--- config.mk ---
export PLATFORM = sky130hd
export DESIGN_NAME = ppu_pool_reducer
export DESIGN_NICKNAME = d
export VERILOG_FILES = /design/src/rtl/ppu_pool_pkg.sv /design/src/rtl/ppu_pool_lane.sv /design/src/rtl/ppu_pool_reducer.sv
export SDC_FILE = /design/constraint.sdc
export NUM_CORES = 1
export LEC_CHECK = 0
export CAP_MARGIN = 20
export CORE_ASPECT_RATIO = 1.25
export CORE_MARGIN = 2
export CORE_UTILIZATION = 45
export CTS_CLUSTER_DIAMETER = 100
export DETAILED_ROUTE_END_ITERATION = 16
export PLACE_DENSITY = 0.63
export SLEW_MARGIN = 20
export SYNTH_ARGS = -nofsm -noshare
export SYNTH_HDL_FRONTEND = slang
export SYNTH_SLANG_ARGS = --single-unit
--- constraint.sdc ---
create_clock -name clk -period 5.21 [get_ports clk]
set_input_delay 0.521 -clock clk [delete_from_list [all_inputs] [get_ports clk]]
set_output_delay 0.521 -clock clk [all_outputs]
set_load 0.05 [all_outputs]
--- src/rtl/ppu_pool_pkg.sv ---
// Shared types and elaboration helpers for the PPU pooling reducer.
//   pool_mode_e : reduction mode (max / floor-average)
//   acc_w()     : accumulator width for a window of WIN elements of DATA_W bits
//   win_ok()    : true when WIN is a power of two in 2..16
package ppu_pool_pkg;

    typedef enum logic {
        POOL_MAX = 1'b0,
        POOL_AVG = 1'b1
    } pool_mode_e;

    // A sum of WIN elements needs log2(WIN) extra bits of headroom.
    function automatic int unsigned acc_w(input int unsigned data_w, input int unsigned win);
        return data_w + $clog2(win);
    endfunction

    function automatic bit win_ok(input int unsigned win);
        return (win >= 2) && (win <= 16) && ((win & (win - 1)) == 0);
    endfunction

endpackage

--- src/rtl/ppu_pool_lane.sv ---
// Single-lane pooling accumulator.
//   clk, rst     : clock, async active-high reset
//   i_accept     : a beat is consumed this cycle
//   i_first      : this beat is element 0 of a window (load instead of combine)
//   i_mode       : effective mode for this beat
//   i_elem       : lane element
//   o_result_c   : combinational window result, valid on the final beat
module ppu_pool_lane
    import ppu_pool_pkg::*;
#(
    parameter int unsigned DATA_W = 8,
    parameter int unsigned WIN    = 4,
    parameter bit          SIGNED = 1'b0
) (
    input  logic              clk,
    input  logic              rst,
    input  logic              i_accept,
    input  logic              i_first,
    input  pool_mode_e        i_mode,
    input  logic [DATA_W-1:0] i_elem,
    output logic [DATA_W-1:0] o_result_c
);

    localparam int unsigned ACC_W = acc_w(DATA_W, WIN);
    localparam int unsigned SH    = $clog2(WIN);

    logic [ACC_W-1:0]        r_acc;
    logic [ACC_W-1:0]        w_ext;
    logic [ACC_W-1:0]        w_max;
    logic [ACC_W-1:0]        w_next;
    logic [ACC_W-1:0]        w_avg;
    logic signed [ACC_W-1:0] w_ext_s;
    logic signed [ACC_W-1:0] w_acc_s;
    logic signed [ACC_W-1:0] w_next_s;
    logic                    w_gt;

    // Extend, combine with the running value, and form the window result.
    always_comb begin
        w_ext    = {{SH{SIGNED & i_elem[DATA_W-1]}}, i_elem};
        w_ext_s  = w_ext;
        w_acc_s  = r_acc;
        w_gt     = SIGNED ? (w_ext_s > w_acc_s) : (w_ext > r_acc);
        w_max    = w_gt ? w_ext : r_acc;
        if (i_first) begin
            w_next = w_ext;
        end else if (i_mode == POOL_AVG) begin
            w_next = r_acc + w_ext;
        end else begin
            w_next = w_max;
        end
        w_next_s = w_next;
        // Shift kept in separate branches so the signed case stays arithmetic.
        if (SIGNED) begin
            w_avg = w_next_s >>> SH;
        end else begin
            w_avg = w_next >> SH;
        end
        o_result_c = (i_mode == POOL_AVG) ? w_avg[DATA_W-1:0] : w_next[DATA_W-1:0];
    end

    always_ff @(posedge clk or posedge rst) begin
        if (rst) begin
            r_acc <= '0;
        end else if (i_accept) begin
            r_acc <= w_next;
        end
    end

endmodule

--- src/rtl/ppu_pool_reducer.sv ---
// Multi-lane pooling reducer: one reduced beat out per WIN accepted beats.
//   clk, rst       : clock, async active-high reset
//   i_init_window  : restart the window (pending output untouched)
//   i_mode         : 0 = max, 1 = average; latched on element 0
//   i_in_valid / o_in_ready / i_in_data   : input beat handshake, CH lanes
//   o_out_valid / i_out_ready / o_out_data : registered result handshake
module ppu_pool_reducer
    import ppu_pool_pkg::*;
#(
    parameter int unsigned DATA_W = 8,
    parameter int unsigned WIN    = 4,
    parameter int unsigned CH     = 4,
    parameter bit          SIGNED = 1'b0
) (
    input  logic                 clk,
    input  logic                 rst,
    input  logic                 i_init_window,
    input  logic                 i_mode,
    input  logic                 i_in_valid,
    output logic                 o_in_ready,
    input  logic [CH*DATA_W-1:0] i_in_data,
    output logic                 o_out_valid,
    input  logic                 i_out_ready,
    output logic [CH*DATA_W-1:0] o_out_data
);

    localparam int unsigned      CNT_W    = $clog2(WIN);
    localparam logic [CNT_W-1:0] CNT_LAST = CNT_W'(WIN - 1);

    if (!win_ok(WIN)) begin : g_bad_win
        $error("ppu_pool_reducer: WIN must be a power of two in 2..16");
    end

    logic [CNT_W-1:0]    r_cnt;
    logic [CNT_W-1:0]    w_cnt_base;
    logic [CNT_W-1:0]    w_cnt_next;
    pool_mode_e          r_mode;
    pool_mode_e          w_mode;
    logic                w_accept;
    logic                w_first;
    logic                w_last;
    logic                r_out_valid;
    logic [CH*DATA_W-1:0] r_out_data;
    logic [CH*DATA_W-1:0] w_result;

    // Only a final beat can stall, and only behind an undrained result.
    assign o_in_ready = !((r_cnt == CNT_LAST) && r_out_valid && !i_out_ready);
    assign w_accept   = i_in_valid && o_in_ready;

    // init_window makes this cycle's beat element 0 of a fresh window.
    assign w_cnt_base = i_init_window ? '0 : r_cnt;
    assign w_first    = (w_cnt_base == '0);
    assign w_last     = (w_cnt_base == CNT_LAST);
    assign w_cnt_next = w_cnt_base + CNT_W'(1);   // WIN is a power of two, so this wraps
    assign w_mode     = w_first ? pool_mode_e'(i_mode) : r_mode;

    for (genvar g = 0; g < CH; g++) begin : g_lane
        ppu_pool_lane #(
            .DATA_W (DATA_W),
            .WIN    (WIN),
            .SIGNED (SIGNED)
        ) u_lane (
            .clk        (clk),
            .rst        (rst),
            .i_accept   (w_accept),
            .i_first    (w_first),
            .i_mode     (w_mode),
            .i_elem     (i_in_data[g*DATA_W +: DATA_W]),
            .o_result_c (w_result[g*DATA_W +: DATA_W])
        );
    end

    // Window counter, mode latch and output register.
    always_ff @(posedge clk or posedge rst) begin
        if (rst) begin
            r_cnt       <= '0;
            r_mode      <= POOL_MAX;
            r_out_valid <= 1'b0;
            r_out_data  <= '0;
        end else begin
            r_cnt <= w_accept ? w_cnt_next : w_cnt_base;
            if (w_accept && w_first) begin
                r_mode <= pool_mode_e'(i_mode);
            end
            if (w_accept && w_last) begin
                r_out_valid <= 1'b1;
                r_out_data  <= w_result;
            end else if (i_out_ready) begin
                r_out_valid <= 1'b0;
            end
        end
    end

    assign o_out_valid = r_out_valid;
    assign o_out_data  = r_out_data;

endmodule

==> results.md, run 1 <==
- Share of final-layout standard cells stronger than drive strength 1: 0.0613
- Combinational group share of total power: 0.572
- Total vias in the final route: 6463
- WL per Instance: 20.1 microns
- Share of async-settable or async-resettable flops after synthesis: 1.00
- Largest fanout on the critical path: 30
- Switching power total: 1.86 mW
- Setup repair after global routing missed its margin: no
- Clock insertion delay at the later pin of the skew report: 0.35 ns
- Initial core utilization: 0.463
- Main synth FF type: dfrtp_1
- Post-detailed-placement half-perimeter wirelength: 15.0 mm
- Clock period minus worst slack: 3.24 ns
- H-tree Lvls: 3
- Mapped Avg Cell Area: 8.32 sq um
- Post-Route WL: 20.9 mm
- Status: finished clean
- Average via count per standard cell: 6.20
- Class of the most critical setup path: primary input to register
- Standard-cell rows: 49
- Detailed Route Iter0 Violations: 391
- Wire length of the first global-routing pass: 34.4 mm
- Clock-pin slew of the registers on the worst-case setup and hold paths: 0.06 ns
- Commonest non-fill, non-tap cell in the layout: dfrtp_1
- Number of nets with antenna violations after routing: 0
- Required time worst endpoint: 5.48 ns
- Final setup vio count: 0
- Maximum clock path buffer count: 2
- Commonest cells after routing, fill and taps aside: dfrtp_1, nand2_1, clkdlybuf4s50_1, ha_1, nor2_1
- Total iterations of the first detailed-routing run: 5
- Final RePlAce weighted congestion: 0.970
- Antenna diodes: 0
- Highest Clock Rate: 308 MHz
- Sequential Power Share: 0.251
- Non-filler instance count after layout: 1043
- DRC violations left: 0
- Total power: 3.92 mW
- Height of the die: 140 microns
- Peak VDD IR: 0.310 mV
- PD cells: 497 nW/um^2
- Clk sink count: 76
- Leakage Power: 3.47 nW
- Post-Route Skew: 0.00634 ns
- Horizontal die dimension: 113 microns
- Layout overhead on the synthesized area: 18.2%
- Clock tree from TritonCTS: yes
- CP Capture Type: register
- Slew Limit Fails: 0
- Number of primary I/O pins: 72
- Slew at the pin with the worst max-slew slack: 0.943 ns
- Endpoint of the worst-slack reg-to-reg timing path: o_out_data[9]
- Cell at the root of the clock tree: clkbuf_16
- Fin crit share: 0.622
- Grt ovf: 0
- Total of buffers placed on input and output ports: 71
- Fin area: 7880 sq um
- Critical path endpoint: o_out_data[22]
- Cell area after synthesis: 6670 sq um
- Internal cell power: 2.05 mW
- Aggregate global-route resource usage: 0.271
- Total of hold buffers inserted after clock tree synthesis: 0
- Class of the worst hold path: register to register
- R2R depth: 8
- Core Box Area: 14400 sq um
- Total Negative Setup Slacks: 0 ns
- Net count reported at finish: 968
- Number of gates resized after CTS: 0
- Area of the die: 15800 sq um
- Register-to-register path setup slack: 2.23 ns
- Post-Syn Nets: 909
- Synth cell types: 72
- Cell count after synthesis: 801
- Number of global-route vias before repair: 6654
- Yosys warning total: 0
- RR Startpoint: o_out_valid
- Part of the power in the clock network: 0.177
- Slew Limit Headroom: 0.369
- Antenna violations before repair: 0
- Worst Setup SP: i_init_window
- Number of synthesized flops with an enable pin: 0
- Setup fix buffers added after clock tree synthesis: 0
- Launching element type of the critical path: primary input
- Post-Route Utilization: 0.547
- Arrival time worst endpoint: 3.52 ns
- Switching share of power: 0.476
- Total placed instance area: 7560 sq um
- Sequential element share of the synthesized area: 0.285
- Final Hold Vio Count: 0
- CTS Buf Count: 9
- Pin count of the biggest net entering global routing: 45
- Max-Cap Viols: 0
- Register bit count reported by yosys: 76
- # placed instances: 1027
## routing by layer
metal | part of all wire | up-vias | global-route usage
met1 | 0.42 | 3133 | 0.344
met4 | 0.027 | 0 | 0.0976
met5 | 0 | - | 0
met2 | 0.49 | 251 | 0.468
li1 | - | 3030 | -
met3 | 0.057 | 49 | 0.0368
## final cells by class
class	count	area [sq um]
Timing Repair Buffer	86	823
Inverter	51	193
Fill cell	1332	6530
Tap cell	178	223
Clock inverter	6	88.8
Multi-Input combinational cell	636	4420
Sequential cell	76	1900
Clock buffer	10	229
## sequential cells by signal, indices dropped and copies added (netlist names)
name                 cells
g_lane.u_lane.r_acc     40
o_out_valid              1
r_cnt                    2
r_mode                   1
o_out_data              32
## worst max-delay path, stage by stage
cell             delay [ns]
clkdlybuf4s50_1        0.42
nand2b_1               0.17
ha_1                   0.34
buf_4                  0.31
nor2_1                 0.76
o21ai_0                0.48
o221a_2                0.37
a21oi_1                0.13
## how the worst min path moves through the flow
| stage | start | to | slack, ns | depth (start not counted) |
|---|---|---|---|---|
| after CTS | o_out_data[23] | o_out_data[23] | 0.51 | 2 |
| final | o_out_data[23] | o_out_data[23] | 0.50 | 2 |
| after global placement | o_out_data[2] | o_out_data[2] | 0.49 | 2 |
| after floorplan | g_lane[1].u_lane.r_acc[4] | g_lane[1].u_lane.r_acc[4] | 0.48 | 2 |
| after detailed placement | o_out_data[11] | o_out_data[11] | 0.49 | 2 |
| after global routing | o_out_data[25] | o_out_data[25] | 0.55 | 1 |
## cell usage after synthesis, drive strengths merged, types with 16 or more instances
master,instances,area share
nor2,60,0.034
nand3,30,0.023
nor2b,22,0.021
nand2b,24,0.023
ha,66,0.12
o21ai,61,0.046
inv,51,0.029
clkbuf,30,0.017
nor3,24,0.019
dfrtp,76,0.29
a21oi,44,0.033
xnor2,16,0.021
nand2,75,0.042
## power groups by stage
stage / combinational, mW / sequential (mW) / clock [mW]
after floorplan: 1.23 / 1.31 / 0
after global placement: 2.19 / 0.984 / 0
after detailed placement: 2.22 / 0.987 / 0
after CTS: 2.23 / 0.979 / 0.700
after global routing: 2.43 / 1.01 / 0.726
final: 2.24 / 0.982 / 0.694
## cells by family (layout without fill, tap and decap cells)
family          count (synthesis)  count (layout)  share of synthesized area
flops                          76              76                      0.285
simple gates                  274             274                      0.207
compound gates                248             248                      0.258
mux                            16              16                     0.0252
buf+inv                        89             153                     0.0518
fa+ha+maj                      70              70                      0.136
xor+xnor                       28              28                     0.0368
## per-stage QoR
| stage | hold WS (ns) | setup WS (ns) |
|---|---|---|
| final | 0.497 | 1.97 |
| after global routing | 0.546 | 1.69 |
| after CTS | 0.506 | 1.97 |
| after detailed placement | 0.490 | 1.61 |
| after global placement | 0.487 | 1.70 |
| after floorplan | 0.475 | 2.58 |
(Power assumes the default switching activity.)
==> run 2: changes to the inputs <==
==> constraint.sdc (replaced) <==
create_clock -name clk -period 3.3 [get_ports clk]
set_input_delay 0.33 -clock clk [delete_from_list [all_inputs] [get_ports clk]]
set_output_delay 0.33 -clock clk [all_outputs]
set_load 0.05 [all_outputs]
==> results.md, run 2 (synthesis results as in run 1) <==
- Aggregate global-route resource usage: 0.271 (about the same)
- Wire length of the first global-routing pass: 33.9 mm (-1.2%)
- Part of the power in the clock network: 0.180 (+0.003)
- Total Negative Setup Slacks: 0 ns (unchanged)
- Post-Route Utilization: 0.560 (+0.0131)
- Clock-pin slew of the registers on the worst-case setup and hold paths: 0.06 ns (about the same)
- Switching power total: 2.91 mW (+56%)
- Max-Cap Viols: 0 (unchanged)
- Net count reported at finish: 990 (+2.3%)
- Class of the worst hold path: primary input to async pin
- Post-detailed-placement half-perimeter wirelength: 15.4 mm (+2.7%)
- Required time worst endpoint: 3.53 ns (-1.95 ns)
- Largest fanout on the critical path: 11 (-63%)
- Average via count per standard cell: 6.15 (-0.79%)
- Cell at the root of the clock tree: clkbuf_16
- Peak VDD IR: 0.518 mV (+67%)
- Layout overhead on the synthesized area: 21.0%
- Post-Route Skew: 0.00997 ns (+0.00363 ns)
- Height of the die: 140 microns (unchanged)
- Antenna diodes: 0 (unchanged)
- Total of buffers placed on input and output ports: 71 (unchanged)
- Slew Limit Fails: 0 (unchanged)
- Standard-cell rows: 49 (unchanged)
- Antenna violations before repair: 0 (unchanged)
- Longest individual stage delay on the worst path: 0.52 ns (-0.24 ns)
- Total vias in the final route: 6547 (+1.3%)
- PD cells: 775 nW/um^2 (+56%)
- Core Box Area: 14400 sq um (unchanged)
- Clock period minus worst slack: 2.87 ns
- WL per Instance: 19.9 microns (-1.2%)
- Pin count of the biggest net entering global routing: 45 (unchanged)
- Highest Clock Rate: 349 MHz
- Grt ovf: 0 (unchanged)
- Final RePlAce weighted congestion: 0.929 (-4.2%)
- Status: finished clean
- Final setup vio count: 0 (unchanged)
- Number of global-route vias before repair: 6580 (-1.1%)
- Sequential Power Share: 0.245 (-0.006)
- Internal cell power: 3.34 mW (+63%)
- Commonest non-fill, non-tap cell in the layout: dfrtp_1
- Series of cell instances along the critical path: clkdlybuf4s50_1 -> ha_1 -> and4bb_1 -> and4_4 -> o21bai_2 -> nor2_2 -> o22ai_1 -> a311o_1 -> a221o_1
- Combinational group share of total power: 0.575 (+0.003)
- Share of final-layout standard cells stronger than drive strength 1: 0.0834 (+0.0222)
- Total iterations of the first detailed-routing run: 5 (unchanged)
- Total placed instance area: 7740 sq um (+2.4%)
- Leakage Power: 3.59 nW (+3.6%)
- DRC violations left: 0 (unchanged)
- Arrival time worst endpoint: 3.09 ns (-0.43 ns)
- Total of hold buffers inserted after clock tree synthesis: 0 (unchanged)
- Max reg flops: 40 (unchanged)
- CTS Buf Count: 9 (unchanged)
- Slew at the pin with the worst max-slew slack: 0.709 ns (-0.234 ns)
- Largest reg by FF count: g_lane.u_lane.r_acc
- Buf+Inv Stages, Crit Path: 1 (-1)
- Maximum clock path buffer count: 2 (unchanged)
- Initial core utilization: 0.463 (unchanged)
- Commonest cells after routing, fill and taps aside: dfrtp_1, nand2_1, clkdlybuf4s50_1, ha_1, nor2_1
- Number of gates resized after CTS: 0 (unchanged)
- Launching element type of the critical path: primary input
- Setup repair after global routing missed its margin: no
- H-tree Lvls: 3 (unchanged)
- Critical-path top delay cell: clkdlybuf4s50_1
- Fin area: 8070 sq um (+2.4%)
- Setup fix buffers added after clock tree synthesis: 0 (unchanged)
- Number of nets with antenna violations after routing: 0 (unchanged)
- Area of the die: 15800 sq um (unchanged)
- Fin crit share: 0.869
- Clock insertion delay at the later pin of the skew report: 0.35 ns (about the same)
- Total power: 6.25 mW (+59%)
- Class of the most critical setup path: primary input to register
- Clock tree from TritonCTS: yes
- Detailed Route Iter0 Violations: 477 (+22%)
- Top cell family by delay on the critical path: compound AO/OA/AOI/OAI gates
- Final Hold Vio Count: 0 (unchanged)
- Slew Limit Headroom: 0.524 (+0.154)
- CP Capture Type: register
- Horizontal die dimension: 113 microns (unchanged)
- Clk sink count: 76 (unchanged)
- Switching share of power: 0.465 (-0.0106)
- Post-Route WL: 21.1 mm (+0.93%)
- Number of primary I/O pins: 72 (unchanged)
run 2: power groups by stage:
stage | logic (mW) | registers [mW] | clock network [mW]
after floorplan | 1.95 | 2.07 | 0
after global placement | 3.51 | 1.53 | 0
final | 3.59 | 1.53 | 1.12
after global routing | 3.88 | 1.57 | 1.17
after detailed placement | 3.54 | 1.54 | 0
after CTS | 3.57 | 1.53 | 1.14
run 2: layout make-up:
class,instances,area (sq um)
fillers,1337,6340
well taps,178,223
clock inverters,3,68.8
inverters,51,193
flip-flops and latches,76,1900
repair buffers,108,1000
clock buffers,13,260
multi-input cells,636,4420
run 2: path summary, 6_finish.rpt:
kind                                      startpoint                   endpoint  slack [ns]  depth (start not counted)
hold / removal                                   rst  g_lane[2].u_lane.r_acc[5]        0.37                          2
setup / recovery                       i_in_data[31]             o_out_data[27]        0.43                          9
hold reg to reg                       o_out_data[16]             o_out_data[16]        0.50                          2
max in group asynchronous                        rst  g_lane[3].u_lane.r_acc[9]        2.28                          3
setup reg to reg           g_lane[2].u_lane.r_acc[4]             o_out_data[20]        0.45                          9
min in group clk                      o_out_data[16]             o_out_data[16]        0.50                          2
run 2: per-layer routing:
layer / routed length (microns) / global-route usage
met1: 8940 / 0.345
met4: 701 / 0.119
met2: 10400 / 0.457
met3: 1120 / 0.0355
met5: 0 / 0
run 2: worst reg2reg max path, delay by kind of cell, from the launching register on:
kind | cells | cell delay (ns)
adders and majority gates | 1 | 0.39
buffers and inverters | 2 | 0.26
and+or+nand+nor | 2 | 0.29
AOI/OAI and AO/OA | 4 | 1.35
DFF | 1 | 0.45
run 2: metrics by stage:
step	cells	hold WS, ns	worst slack [ns]
detailed placement	1049	0.490	0.115
global placement	1049	0.485	0.191
global route	1065	0.452	0.293
CTS	1065	0.393	0.487
finish	1065	0.367	0.433
floorplan	801	0.426	0.673
==> run 3: changes to the inputs <==
--- a/config.mk
+++ b/config.mk
@@ -8,10 +8,10 @@
 export CAP_MARGIN = 20
 export CORE_ASPECT_RATIO = 1.25
 export CORE_MARGIN = 2
-export CORE_UTILIZATION = 45
+export CORE_UTILIZATION = 58
 export CTS_CLUSTER_DIAMETER = 100
 export DETAILED_ROUTE_END_ITERATION = 16
-export PLACE_DENSITY = 0.63
+export PLACE_DENSITY = 0.79
 export SLEW_MARGIN = 20
 export SYNTH_ARGS = -nofsm -noshare
 export SYNTH_HDL_FRONTEND = slang
==> results.md, run 3 (synthesis results as in run 1) <==
- Status: finished clean
- Series of cell instances along the critical path: clkdlybuf4s50_1 -> ha_1 -> and4_1 -> o21a_1 -> nor4_2 -> o31ai_1 -> a221oi_1 -> a221oi_1 -> a21o_1
- Total of hold buffers inserted after clock tree synthesis: 0 (unchanged)
- Slew Limit Headroom: 0.350 (-0.174)
- Clock period minus worst slack: 2.85 ns (-0.0167 ns)
- Net count reported at finish: 986 (-0.40%)
- Commonest non-fill, non-tap cell in the layout: dfrtp_1
- Area of the die: 12400 sq um (-22%)
- Total vias in the final route: 6691 (+2.2%)
- Final setup vio count: 0 (unchanged)
- Fin area: 7960 sq um (-1.3%)
- Multi-input logic area: 4420 sq um (unchanged)
- Arrival time worst endpoint: 3.08 ns (about the same)
- Required time worst endpoint: 3.53 ns (about the same)
- Post-Route WL: 20.1 mm (-4.8%)
- Longest individual stage delay on the worst path: 0.55 ns (+0.03 ns)
- Sequential standard cell area: 1900 sq um (unchanged)
- CTS Buf Count: 9 (unchanged)
- Final RePlAce weighted congestion: 0.923 (-0.70%)
- Clock-pin slew of the registers on the worst-case setup and hold paths: 0.06 ns (about the same)
- Pin count of the biggest net entering global routing: 45 (unchanged)
- Register-to-register path setup slack: 0.47 ns (+0.02 ns)
- Final Hold Slack: 0.500 ns (+0.133 ns)
- Largest fanout on the critical path: 5 (-6)
- Max reg flops: 40 (unchanged)
- R2R depth: 9 (unchanged)
- Total Negative Setup Slacks: 0 ns (unchanged)
- Total of buffers placed on input and output ports: 71 (unchanged)
- Slew at the pin with the worst max-slew slack: 0.976 ns (+0.267 ns)
- Endpoint of the worst-slack reg-to-reg timing path: o_out_data[24]
- Class of the worst hold path: register to register
- PD cells: 779 nW/um^2 (+0.62%)
- Filler instances: 867 (-35%)
- Highest Clock Rate: 351 MHz (+0.58%)
- WL per Instance: 19.8 microns (-0.41%)
- Height of the die: 124 microns (-12%)
- Average via count per standard cell: 6.57 (+6.9%)
- Layout overhead on the synthesized area: 19.4%
- Largest reg by FF count: g_lane.u_lane.r_acc
- Wire length of the first global-routing pass: 32.4 mm (-4.5%)
- CP Capture Type: register
- Slew Limit Fails: 0 (unchanged)
- Number of primary I/O pins: 72 (unchanged)
- Number of nets with antenna violations after routing: 0 (unchanged)
- Cell at the root of the clock tree: clkbuf_16
- Antenna diodes: 0 (unchanged)
- Commonest cells after routing, fill and taps aside: dfrtp_1, nand2_1, clkdlybuf4s50_1, ha_1, nor2_1
- Fin crit share: 0.864 (-0.00505)
- Clock tree from TritonCTS: yes
- RR Startpoint: g_lane[3].u_lane.r_acc[4]
- Leakage Power: 3.57 nW (-0.68%)
- Number of gates resized after CTS: 0 (unchanged)
- Critical-path top delay cell: a221oi_1
- Aggregate global-route resource usage: 0.333 (+0.0624)
- Most Frequent Cell on Critical Path: a221oi_1
- Class of the most critical setup path: primary input to register
- Peak VDD IR: 0.419 mV (-19%)
- Setup repair after global routing missed its margin: no
- Grt ovf: 0 (unchanged)
- Total iterations of the first detailed-routing run: 5 (unchanged)
- Post-detailed-placement half-perimeter wirelength: 14.6 mm (-5.6%)
- Detailed Route Iter0 Violations: 466 (-2.3%)
- Core Box Area: 11100 sq um (-23%)
- Clk sink count: 76 (unchanged)
- Final Hold Vio Count: 0 (unchanged)
- Maximum clock path buffer count: 2 (unchanged)
- Max-Cap Viols: 0 (unchanged)
- Number of cells on the worst hold path: 2
- Number of global-route vias before repair: 6655 (+1.1%)
- Initial core utilization: 0.598 (+0.136)
- Setup fix buffers added after clock tree synthesis: 0 (unchanged)
- Standard-cell rows: 43 (-12%)
- DRC violations left: 0 (unchanged)
- Launching element type of the critical path: primary input
- Post-Route Skew: 0.00510 ns (-0.00487 ns)
- Clock insertion delay at the later pin of the skew report: 0.34 ns (about the same)
- Antenna violations before repair: 0 (unchanged)
- Share of final-layout standard cells stronger than drive strength 1: 0.0804 (-0.00302)
- H-tree Lvls: 3 (unchanged)
- Hold endpoint: o_out_data[23]
- Horizontal die dimension: 99.9 microns (-11%)
- Total placed instance area: 7640 sq um (-1.3%)
- Total power: 6.20 mW (-0.74%)
- Startpoint of the most critical hold path: o_out_data[23]
[run 3: worst max-delay path: cells and delay by family]
| family | cells | cell delay, ns |
|---|---|---|
| AND/OR/NAND/NOR | 2 | 0.63 |
| AO/OA/AOI/OAI | 5 | 1.24 |
| buffers and inverters | 1 | 0.48 |
| adder cells (fa/ha/maj) | 1 | 0.39 |
[run 3: power breakdown]
part | switching, mW | internal, mW | total [mW] | leakage (nW)
Sequential | 0.313 | 1.24 | 1.55 | 0.952
Combinational | 2.19 | 1.37 | 3.56 | 2.46
Clock | 0.407 | 0.680 | 1.09 | 0.159
[run 3: per-stage QoR]
stage          instances  setup WS [ns]   util
2_1_floorplan        801          0.673      -
3_3_place_gp        1002          0.184  0.686
3_5_place_dp        1002          0.151  0.686
4_1_cts             1018          0.508  0.714
5_1_grt             1018          0.163  0.714
6_report            1018          0.449  0.714
[run 3: metal layers]
layer	GRT usage	wire, microns	up-vias
met5	0	0	-
met2	0.563	9670	322
met1	0.416	8240	3225
li1	-	-	3070
met4	0.169	869	0
met3	0.0488	1350	74
[run 3: how the worst max path moves through the flow]
stage                   from             end  cells past startpoint
2_1_floorplan    o_out_valid  o_out_data[29]                      8
6_report       i_in_data[29]  o_out_data[24]                      9
4_1_cts        i_in_data[30]  o_out_data[27]                      9
5_1_grt        i_in_data[20]  o_out_data[16]                     10
3_5_place_dp   i_in_data[30]  o_out_data[27]                      9
3_3_place_gp   i_in_data[21]  o_out_data[18]                      8
[run 3: cell type report]
cell class	count	share of cell area
Multi-Input combinational cell	636	0.555
Sequential cell	76	0.239
Timing Repair Buffer	104	0.120
Clock buffer	11	0.0305
Inverter	51	0.0241
Tap cell	135	0.0212
Clock inverter	5	0.00944
